===== src/rtl/alu_rr_scheduler_pkg.sv =====
// Shared constants and types for the round-robin ALU scheduler.
package alu_rr_scheduler_pkg;
    localparam int OPW = 4;

    localparam logic [2:0] OP_AND = 3'b000;
    localparam logic [2:0] OP_OR  = 3'b001;
    localparam logic [2:0] OP_XOR = 3'b010;
    localparam logic [2:0] OP_ADD = 3'b011;
    localparam logic [2:0] OP_SUB = 3'b100;
    localparam logic [2:0] OP_NOT = 3'b101;
    localparam logic [2:0] OP_SHL = 3'b110;
    localparam logic [2:0] OP_SHR = 3'b111;

    typedef logic [1:0] state_t;
    localparam state_t ST_IDLE = 2'd0;
    localparam state_t ST_EXEC = 2'd1;
    localparam state_t ST_RESP = 2'd2;

    typedef struct packed {
        logic [2:0]     sel;
        logic [OPW-1:0] a;
        logic [OPW-1:0] b;
    } alu_op_t;
endpackage


===== src/rtl/alu_rr_scheduler_if.sv =====
// Two requester channels plus the response channel of the scheduler.
interface alu_rr_scheduler_if;
    import alu_rr_scheduler_pkg::*;

    logic           req0_valid, req0_ready;
    logic [2:0]     req0_sel;
    logic [OPW-1:0] req0_a, req0_b;
    logic           req1_valid, req1_ready;
    logic [2:0]     req1_sel;
    logic [OPW-1:0] req1_a, req1_b;
    logic           rsp_valid, rsp_ready, rsp_id, rsp_carry;
    logic [OPW-1:0] rsp_data;

    modport master (
        output req0_valid, req0_sel, req0_a, req0_b, input req0_ready,
        output req1_valid, req1_sel, req1_a, req1_b, input req1_ready,
        input  rsp_valid, rsp_id, rsp_data, rsp_carry, output rsp_ready
    );
    modport slave (
        input  req0_valid, req0_sel, req0_a, req0_b, output req0_ready,
        input  req1_valid, req1_sel, req1_a, req1_b, output req1_ready,
        output rsp_valid, rsp_id, rsp_data, rsp_carry, input rsp_ready
    );
endinterface


===== src/rtl/alu_rr_scheduler_alu.sv =====
// Combinational 4-bit ALU; carry is meaningful for add (carry-out) and sub (borrow) only.
module alu_4bit_mux
    import alu_rr_scheduler_pkg::*;
(
    input  logic [2:0]     sel,
    input  logic [OPW-1:0] a,
    input  logic [OPW-1:0] b,
    output logic [OPW-1:0] y,
    output logic           carry
);
    logic [OPW:0] sum, diff;

    assign sum  = {1'b0, a} + {1'b0, b};
    assign diff = {1'b0, a} - {1'b0, b};

    always_comb begin
        y     = '0;
        carry = 1'b0;
        case (sel)
            OP_AND: y = a & b;
            OP_OR:  y = a | b;
            OP_XOR: y = a ^ b;
            OP_ADD: begin y = sum[OPW-1:0];  carry = sum[OPW];  end
            OP_SUB: begin y = diff[OPW-1:0]; carry = diff[OPW]; end
            OP_NOT: y = ~a;
            OP_SHL: y = {b[OPW-2:0], 1'b0};
            OP_SHR: y = {1'b0, b[OPW-1:1]};
            default: y = '0;
        endcase
    end
endmodule


===== src/rtl/alu_rr_scheduler.sv =====
// Two-requester round-robin front end for a single shared ALU.
// One operation in flight: IDLE accepts, EXEC computes, RESP holds the result.
module alu_rr_scheduler
    import alu_rr_scheduler_pkg::*;
#(
    parameter int FIRST_PRIO = 0
) (
    input  logic               clk,
    input  logic               rst_n,
    alu_rr_scheduler_if.slave  bus,
    output logic               busy
);
    state_t         state;
    logic           ptr, gnt, acc;
    alu_op_t        op_q;
    logic           id_q;
    logic [OPW-1:0] alu_y, data_q;
    logic           alu_c, carry_q, rid_q;

    // Pointer only arbitrates a tie; a lone requester always wins.
    always_comb begin
        if (bus.req0_valid && bus.req1_valid) gnt = ptr;
        else                                  gnt = bus.req1_valid;
    end

    assign acc            = rst_n && (state == ST_IDLE) && (bus.req0_valid || bus.req1_valid);
    assign bus.req0_ready = acc && !gnt;
    assign bus.req1_ready = acc &&  gnt;

    assign bus.rsp_valid = (state == ST_RESP);
    assign bus.rsp_id    = rid_q;
    assign bus.rsp_data  = data_q;
    assign bus.rsp_carry = carry_q;
    assign busy          = (state != ST_IDLE);

    alu_4bit_mux u_alu (
        .sel   (op_q.sel),
        .a     (op_q.a),
        .b     (op_q.b),
        .y     (alu_y),
        .carry (alu_c)
    );

    always_ff @(posedge clk) begin
        if (!rst_n) begin
            state   <= ST_IDLE;
            ptr     <= 1'(FIRST_PRIO);
            op_q    <= '0;
            id_q    <= 1'b0;
            rid_q   <= 1'b0;
            data_q  <= '0;
            carry_q <= 1'b0;
        end else begin
            case (state)
                ST_IDLE: if (acc) begin
                    op_q  <= gnt ? alu_op_t'{bus.req1_sel, bus.req1_a, bus.req1_b}
                                 : alu_op_t'{bus.req0_sel, bus.req0_a, bus.req0_b};
                    id_q  <= gnt;
                    ptr   <= ~gnt;
                    state <= ST_EXEC;
                end
                ST_EXEC: begin
                    data_q  <= alu_y;
                    carry_q <= alu_c;
                    rid_q   <= id_q;
                    state   <= ST_RESP;
                end
                ST_RESP: if (bus.rsp_ready) state <= ST_IDLE;
                default: state <= ST_IDLE;
            endcase
        end
    end
endmodule

===== src/flat_wrapper.sv =====
// flat-port wrapper written by rule: the top's interface ports become plain ports
module alu_rr_scheduler_flat import alu_rr_scheduler_pkg::*;
#(
    parameter int FIRST_PRIO = 0
)
  (clk, rst_n, busy, bus_req0_valid, bus_req0_sel, bus_req0_a, bus_req0_b, bus_req0_ready, bus_req1_valid, bus_req1_sel, bus_req1_a, bus_req1_b, bus_req1_ready, bus_rsp_valid, bus_rsp_id, bus_rsp_data, bus_rsp_carry, bus_rsp_ready);
  alu_rr_scheduler_if bus_i ();
  input  logic clk;
  input  logic rst_n;
  output logic busy;
  input wire logic [$bits(bus_i.req0_valid)-1:0] bus_req0_valid;
  input wire logic [$bits(bus_i.req0_sel)-1:0] bus_req0_sel;
  input wire logic [$bits(bus_i.req0_a)-1:0] bus_req0_a;
  input wire logic [$bits(bus_i.req0_b)-1:0] bus_req0_b;
  output wire logic [$bits(bus_i.req0_ready)-1:0] bus_req0_ready;
  input wire logic [$bits(bus_i.req1_valid)-1:0] bus_req1_valid;
  input wire logic [$bits(bus_i.req1_sel)-1:0] bus_req1_sel;
  input wire logic [$bits(bus_i.req1_a)-1:0] bus_req1_a;
  input wire logic [$bits(bus_i.req1_b)-1:0] bus_req1_b;
  output wire logic [$bits(bus_i.req1_ready)-1:0] bus_req1_ready;
  output wire logic [$bits(bus_i.rsp_valid)-1:0] bus_rsp_valid;
  output wire logic [$bits(bus_i.rsp_id)-1:0] bus_rsp_id;
  output wire logic [$bits(bus_i.rsp_data)-1:0] bus_rsp_data;
  output wire logic [$bits(bus_i.rsp_carry)-1:0] bus_rsp_carry;
  input wire logic [$bits(bus_i.rsp_ready)-1:0] bus_rsp_ready;
  assign bus_i.req0_valid = bus_req0_valid;
  assign bus_i.req0_sel = bus_req0_sel;
  assign bus_i.req0_a = bus_req0_a;
  assign bus_i.req0_b = bus_req0_b;
  assign bus_req0_ready = bus_i.req0_ready;
  assign bus_i.req1_valid = bus_req1_valid;
  assign bus_i.req1_sel = bus_req1_sel;
  assign bus_i.req1_a = bus_req1_a;
  assign bus_i.req1_b = bus_req1_b;
  assign bus_req1_ready = bus_i.req1_ready;
  assign bus_rsp_valid = bus_i.rsp_valid;
  assign bus_rsp_id = bus_i.rsp_id;
  assign bus_rsp_data = bus_i.rsp_data;
  assign bus_rsp_carry = bus_i.rsp_carry;
  assign bus_i.rsp_ready = bus_rsp_ready;
  alu_rr_scheduler #(.FIRST_PRIO(FIRST_PRIO)) u_core (.clk(clk), .rst_n(rst_n), .bus(bus_i), .busy(busy));
endmodule

===== config.mk =====
export PLATFORM = sky130hd
export DESIGN_NAME = alu_rr_scheduler_flat
export DESIGN_NICKNAME = d
export VERILOG_FILES = /design/src/rtl/alu_rr_scheduler_pkg.sv /design/src/rtl/alu_rr_scheduler_if.sv /design/src/rtl/alu_rr_scheduler_alu.sv /design/src/rtl/alu_rr_scheduler.sv /design/src/flat_wrapper.sv
export SDC_FILE = /design/constraint.sdc
export NUM_CORES = 1
export LEC_CHECK = 0
export CAP_MARGIN = 40
export CORE_ASPECT_RATIO = 1.4
export CORE_MARGIN = 10
export CORE_UTILIZATION = 49
export CTS_CLUSTER_DIAMETER = 80
export DETAILED_ROUTE_END_ITERATION = 10
export PLACE_DENSITY = 0.8
export SETUP_SLACK_MARGIN = 0.05
export SYNTH_ARGS = -nofsm -noshare
export SYNTH_HDL_FRONTEND = slang
export SYNTH_SLANG_ARGS = --single-unit

===== constraint.sdc =====
create_clock -name clk -period 2.76 [get_ports clk]
set_input_delay 0.276 -clock clk [delete_from_list [all_inputs] [get_ports clk]]
set_output_delay 0.276 -clock clk [all_outputs]
set_load 0.05 [all_outputs]

* Word level (Yosys, flattened, before mapping)
Index checks and enable logic that the tools add are counted.
** Word-level totals
- ROM bits :: 0
- Register bits :: 21
- Memories kept :: 0
- Output and inout bits :: 10
- Bits in writable memories :: 0
- Word-level logic and storage cells :: 46
- Latch bits :: 0
- Input bits :: 27
** Cells by class
- Equal/unequal tests :: 11
- Divide/modulo/power cells :: 0
- Bitwise logic cells :: 5
- $mul :: 0
- Muxes and demuxes :: 7
- $lt $le $gt $ge :: 0
- Add/sub/neg operators :: 2
- Shift-type cells :: 0
- Reduce and logical (&&, ||, !) cells :: 12
** Operators with widths (number)
- 4-bit one-hot mux with 8 select lines :: 1
- 3-bit == test (second input constant) :: 4
- 11-bit two-way mux :: 1
- 3-bit by 2-bit == test with 1-bit output (second input constant) :: 2
- 2-bit one-hot mux with 3 select lines :: 1
- 4-bit by 4-bit adder with 5-bit output :: 1
- 1-bit logical AND :: 5
- 4-bit by 4-bit subtractor with 5-bit output :: 1
- 4-bit AND :: 1
- 2-bit two-way mux :: 2
- 2-bit by 1-bit != test with 1-bit output (second input constant) :: 2
- 4-bit NOT :: 1
- 4-bit OR :: 1
- 2-bit AND reduction :: 2
- 4-bit bitwise XOR :: 1
- 3-bit by 1-bit == test with 1-bit output (second input constant) :: 1
- 3-bit zero test :: 1
- 2-bit by 1-bit == test with 1-bit output (second input constant) :: 1
- 2-bit == test (second input constant) :: 1
- 2-bit zero test :: 1
- 1-bit one-hot mux with 2 select lines :: 1
- 2-bit nonzero test :: 1
- 1-bit zero test :: 1
- 1-bit logical OR :: 1
- other kinds (2) :: 2

* Depth between registers and ports, before layout
- Depth after elaboration :: 5
- Mapped depth :: 8
- Depth with buffers taken out :: 8

* Modules after synthesis
Synthesis repeated with hierarchy kept, for this count alone.
** Second synthesis, totals
- Cell total of the unflattened synthesis :: 185
- Area, all modules :: 1630.3 um2
** By module, submodules not included
- alu_rr_scheduler :: sequential area each 420.4 um2, area an instance 1026.0 um2, cells an instance 104, instances 1
- alu_4bit_mux :: sequential area each 0.0 um2, area an instance 604.3 um2, cells an instance 81, instances 1

* Worst setup path before layout
No wires, ideal clock.
- Path kind :: register to register
- Start :: reg u_core.op_q[0] in the netlist's numbering
- End :: reg u_core.data_q[2] (netlist: u_core.bus.rsp_data[2])
- Slack :: 0.662 ns
- Period minus slack after synthesis :: 2.098 ns
- Setup time :: 0.088 ns
- Cell stages (with the launch flop) :: 8
- Arrival time :: 2.010 ns
- Path buffers :: 0
- Cell sequence :: dfxtp_1 > ha_1 > inv_1 > fa_1 > xor2_1 > mux4_2 > o22a_1 > o32ai_2
** On the way
- Cells in the longest elaborated chain, start to end :: 2
** RTL lines
- start, declared :: line alu_rr_scheduler.sv:15 : alu_op_t op_q;
- start signal, assigned :: line alu_rr_scheduler.sv:56 : op_q <= gnt ? alu_op_t'{bus.req1_sel, bus.req1_a, bus.req1_b}
- 4-bit by 4-bit subtractor with 5-bit output or 4-bit by 4-bit adder with 5-bit output (tied branches) :: line alu_rr_scheduler_alu.sv:14, alu_rr_scheduler_alu.sv:13
- 4-bit one-hot mux with 8 select lines (*) :: line alu_rr_scheduler_alu.sv:19 : case (sel)
- end signal, assigned :: line alu_rr_scheduler.sv:63 : data_q <= alu_y;
- end, declared :: line alu_rr_scheduler.sv:17 : logic [OPW-1:0] alu_y, data_q;
Mark *: on every way between the ends. The rest lies on a longest branch, timed or not.
A chain may end at the register's enable or synchronous reset.

* Worst setup path after layout
- Start :: in rst_n
- End :: out bus_req0_ready
** On the way
- Cells in the longest elaborated chain, start to end :: 3
** RTL lines
- start, declared :: line flat_wrapper.sv:9 : input logic rst_n;
- 1-bit logical AND (2 in a row) :: line alu_rr_scheduler.sv:26 : assign acc = rst_n && (state == ST_IDLE) && (bus.req0_valid || bus.req1_valid);
- 1-bit logical AND :: line alu_rr_scheduler.sv:27 : assign bus.req0_ready = acc && !gnt;
- end, declared :: line flat_wrapper.sv:15 : output wire logic [$bits(bus_i.req0_ready)-1:0] bus_req0_ready;
No other way between the ends.

==> results_dict.tcl <==
set metrics [dict create \
    drtAntennaViolNets 0 \
    switching_share 0.3384 \
    final_max_slew_viol_count 0 \
    p_clk_frac 0.240 \
    worstPathMaxFanout 15 \
    dp_hpwl_mm 3.272 \
    rows 23 \
    min_path_type "flip-flop to flip-flop" \
    period_needed_ps 2257 \
    synthesis.area_um2 1444 \
    synth_edf_count 0 \
    drt_iter0_markers 97 \
    setup_violations 0 \
    fin_tns_setup_ps 0 \
    syn-instance-count 168 \
    routed_wl_mm 4.109 \
    cp-start-kind "input port" \
    grt_pass1_vias 1460 \
    grt_max_degree 20 \
    die_x_um 65.88 \
    avgSynthCellArea_um2 8.595 \
    drive_gt1_frac 0.08458 \
    synth_nets 209 \
    seqPwrFrac 0.413 \
    switching_power_uw 288.1 \
    drt-vias-per-instance 6.063 \
    outcome "finished clean" \
    cts_sinks 21 \
    cts_hold_buf 0 \
    async_flop_share 0 \
    ir_drop_v 0.0004228 \
    core_area_um2 2849 \
    yosysSeqAreaShare 0.2912 \
    clock_path_buffers 2 \
    die_y_um 84.23 \
    fin_skew_ps 8.376 \
    cts_setup_buffers 0 \
    area_growth_syn_to_layout_pct 30.68 \
    cap_violations 0 \
    io_pins 37 \
    yosysWarnings 0 \
    gr-total-overflow 0 \
    intPower_uw 563.3 \
    post_cts_resized 0 \
    top_usage_layer "met2" \
    synth_cell_type_count 46 \
    cpPeakStageDelay_ps 630 \
    power_density_nw_per_um2 451.2 \
    p_leak_nw 0.7189 \
    dr.pass1.iters 5 \
    io_buffers 36 \
    initial_core_util 0.5068 \
    root_buffer "clkbuf_8" \
    post-route-util 0.6623 \
    max-slew-margin-rel 0.5804 \
    final_nets 243 \
    n_antenna_cell 0 \
    worstSkewPairLatency_ps 270 \
    period_share 0.8178 \
    rsz0062_at_grt "false" \
    worstMarginPinSlew_ps 628.6 \
    worst-path-buf-inv 4 \
    hold_violations 0 \
    numCtsBuffers 3 \
    globalRouteTotalUtil 0.1510 \
    cp.required_ps 2480 \
    fill_cells 202 \
    worstSetupEndpointType "output port" \
    worstPathArrival_ps 1980 \
    gp_congestion 0.9556 \
    num_vias 1443 \
    use_met2 0.2557 \
    fmax_ghz 0.4431 \
    drc 0 \
    critPathTopFamily "buffers and inverters" \
    ys_ff_latch 21 \
    crit_path_cell_trace "clkdlybuf4s50_1 -> inv_1 -> a2111oi_2 -> buf_4 -> buf_12" \
    worst-setup-path-type "input port to output port" \
    grtUsageMet1 0.1570 \
    wl_per_cell_um 17.26 \
    ys.flop_type "dfxtp_1" \
    dieArea_um2 5549 \
    htreeDepth 1 \
    cts_tree "yes" \
    grt_pass1_wl_mm 6.796 \
    power_frac_comb 0.347 \
    met3_usage 0.05984 \
    antenna_found_initial 0 \
    cp_slowest_cell "clkdlybuf4s50_1" \
    cts.reportedPaths.clkPinSlew_ps 80 \
]
## cell type report
class	instances	area [um2]	share of cell area
Timing Repair Buffer	42	412.9	0.2188
Inverter	19	71.32	0.03780
Sequential cell	21	420.4	0.2228
Clock inverter	1	5.005	0.002653
Clock buffer	3	41.29	0.02188
Multi-Input combinational cell	115	889.6	0.4715
Tap cell	37	46.29	0.02454
## worst paths after layout
| kind | startpoint | to | slack, ps | depth (start not counted) |
|---|---|---|---|---|
| worst min-delay path | u_core.bus.rsp_data[0] | u_core.bus.rsp_data[0] | 490 | 2 |
| worst max-delay path | rst_n | bus_req0_ready | 500 | 5 |
| worst max register to register | u_core.op_q[0] | u_core.bus.rsp_data[2] | 510 | 7 |
| worst min register to register | u_core.bus.rsp_data[0] | u_core.bus.rsp_data[0] | 490 | 2 |
## per-stage QoR
step	area [um2]	std cells	worst slack, ps	power (mW)	hold slack [ps]
global placement	1833	233	554.9	0.6411	462.0
global route	1887	238	364.6	0.8958	514.1
floorplan	1444	168	662.4	0.5467	426.4
finish	1887	238	503.0	0.8513	487.6
detailed placement	1841	234	508.2	0.6519	474.7
CTS	1887	238	509.9	0.8527	486.1
## cells by family after synthesis
| family | synth area share |
|---|---|
| AOI/OAI and AO/OA | 0.2799 |
| and+or+nand+nor | 0.1543 |
| buffers and inverters | 0.09272 |
| xor gates and xnor gates | 0.006067 |
| DFF | 0.2912 |
| muxes | 0.04419 |
| adders and majority gates | 0.1317 |
## registers in the layout, indices dropped and copies added, names as in the netlist
signal / cells
u_core.ptr: 1
u_core.id_q: 1
u_core.bus.rsp_id: 1
u_core.state: 2
u_core.bus.rsp_data: 4
u_core.op_q: 11
u_core.bus.rsp_carry: 1
## cell usage after synthesis, drive strengths merged (5+ instances only)
| library cell | n | area (um2) |
|---|---|---|
| nor2b | 6 | 37.54 |
| nand2 | 7 | 26.28 |
| o21ai | 5 | 25.02 |
| nor2 | 19 | 71.32 |
| a222oi | 11 | 110.1 |
| a21oi | 9 | 45.04 |
| ha | 12 | 150.1 |
| clkbuf | 5 | 18.77 |
| buf | 8 | 43.79 |
| dfxtp | 21 | 420.4 |
| inv | 19 | 71.32 |
## worst reg2reg max path, cell delays in order, from the launching register on
cell	delay [ps]
dfxtp_1	400
ha_1	220
inv_1	60
fa_1	390
xor2_1	150
mux4_2	470
o22a_1	230
o32ai_2	240
## per-layer routing
metal  routed length (um)  vias to the layer above
li1                     -                      686
met1                 1577                      688
met2                 2096                       57
met3                  318                       12
met4                  116                        0
met5                    0                        -
## power groups by stage
stage	logic [mW]	clock network (mW)	registers, mW
after floorplan	0.180	0	0.367
after global placement	0.284	0	0.357
after detailed placement	0.293	0	0.359
after CTS	0.294	0.207	0.351
after global routing	0.322	0.219	0.355
final	0.295	0.204	0.352
## placed cells by master, fill, tap and decap left out, types with 5 or more instances in the layout
cell type,count
a21oi_1,9
a222oi_1,11
buf_4,7
clkdlybuf4s50_1,34
dfxtp_1,21
ha_1,12
inv_1,19
nand2_1,7
nor2_1,19
nor2b_1,6
o21ai_0,5
No activity file was read; power rests on OpenSTA's default activity.
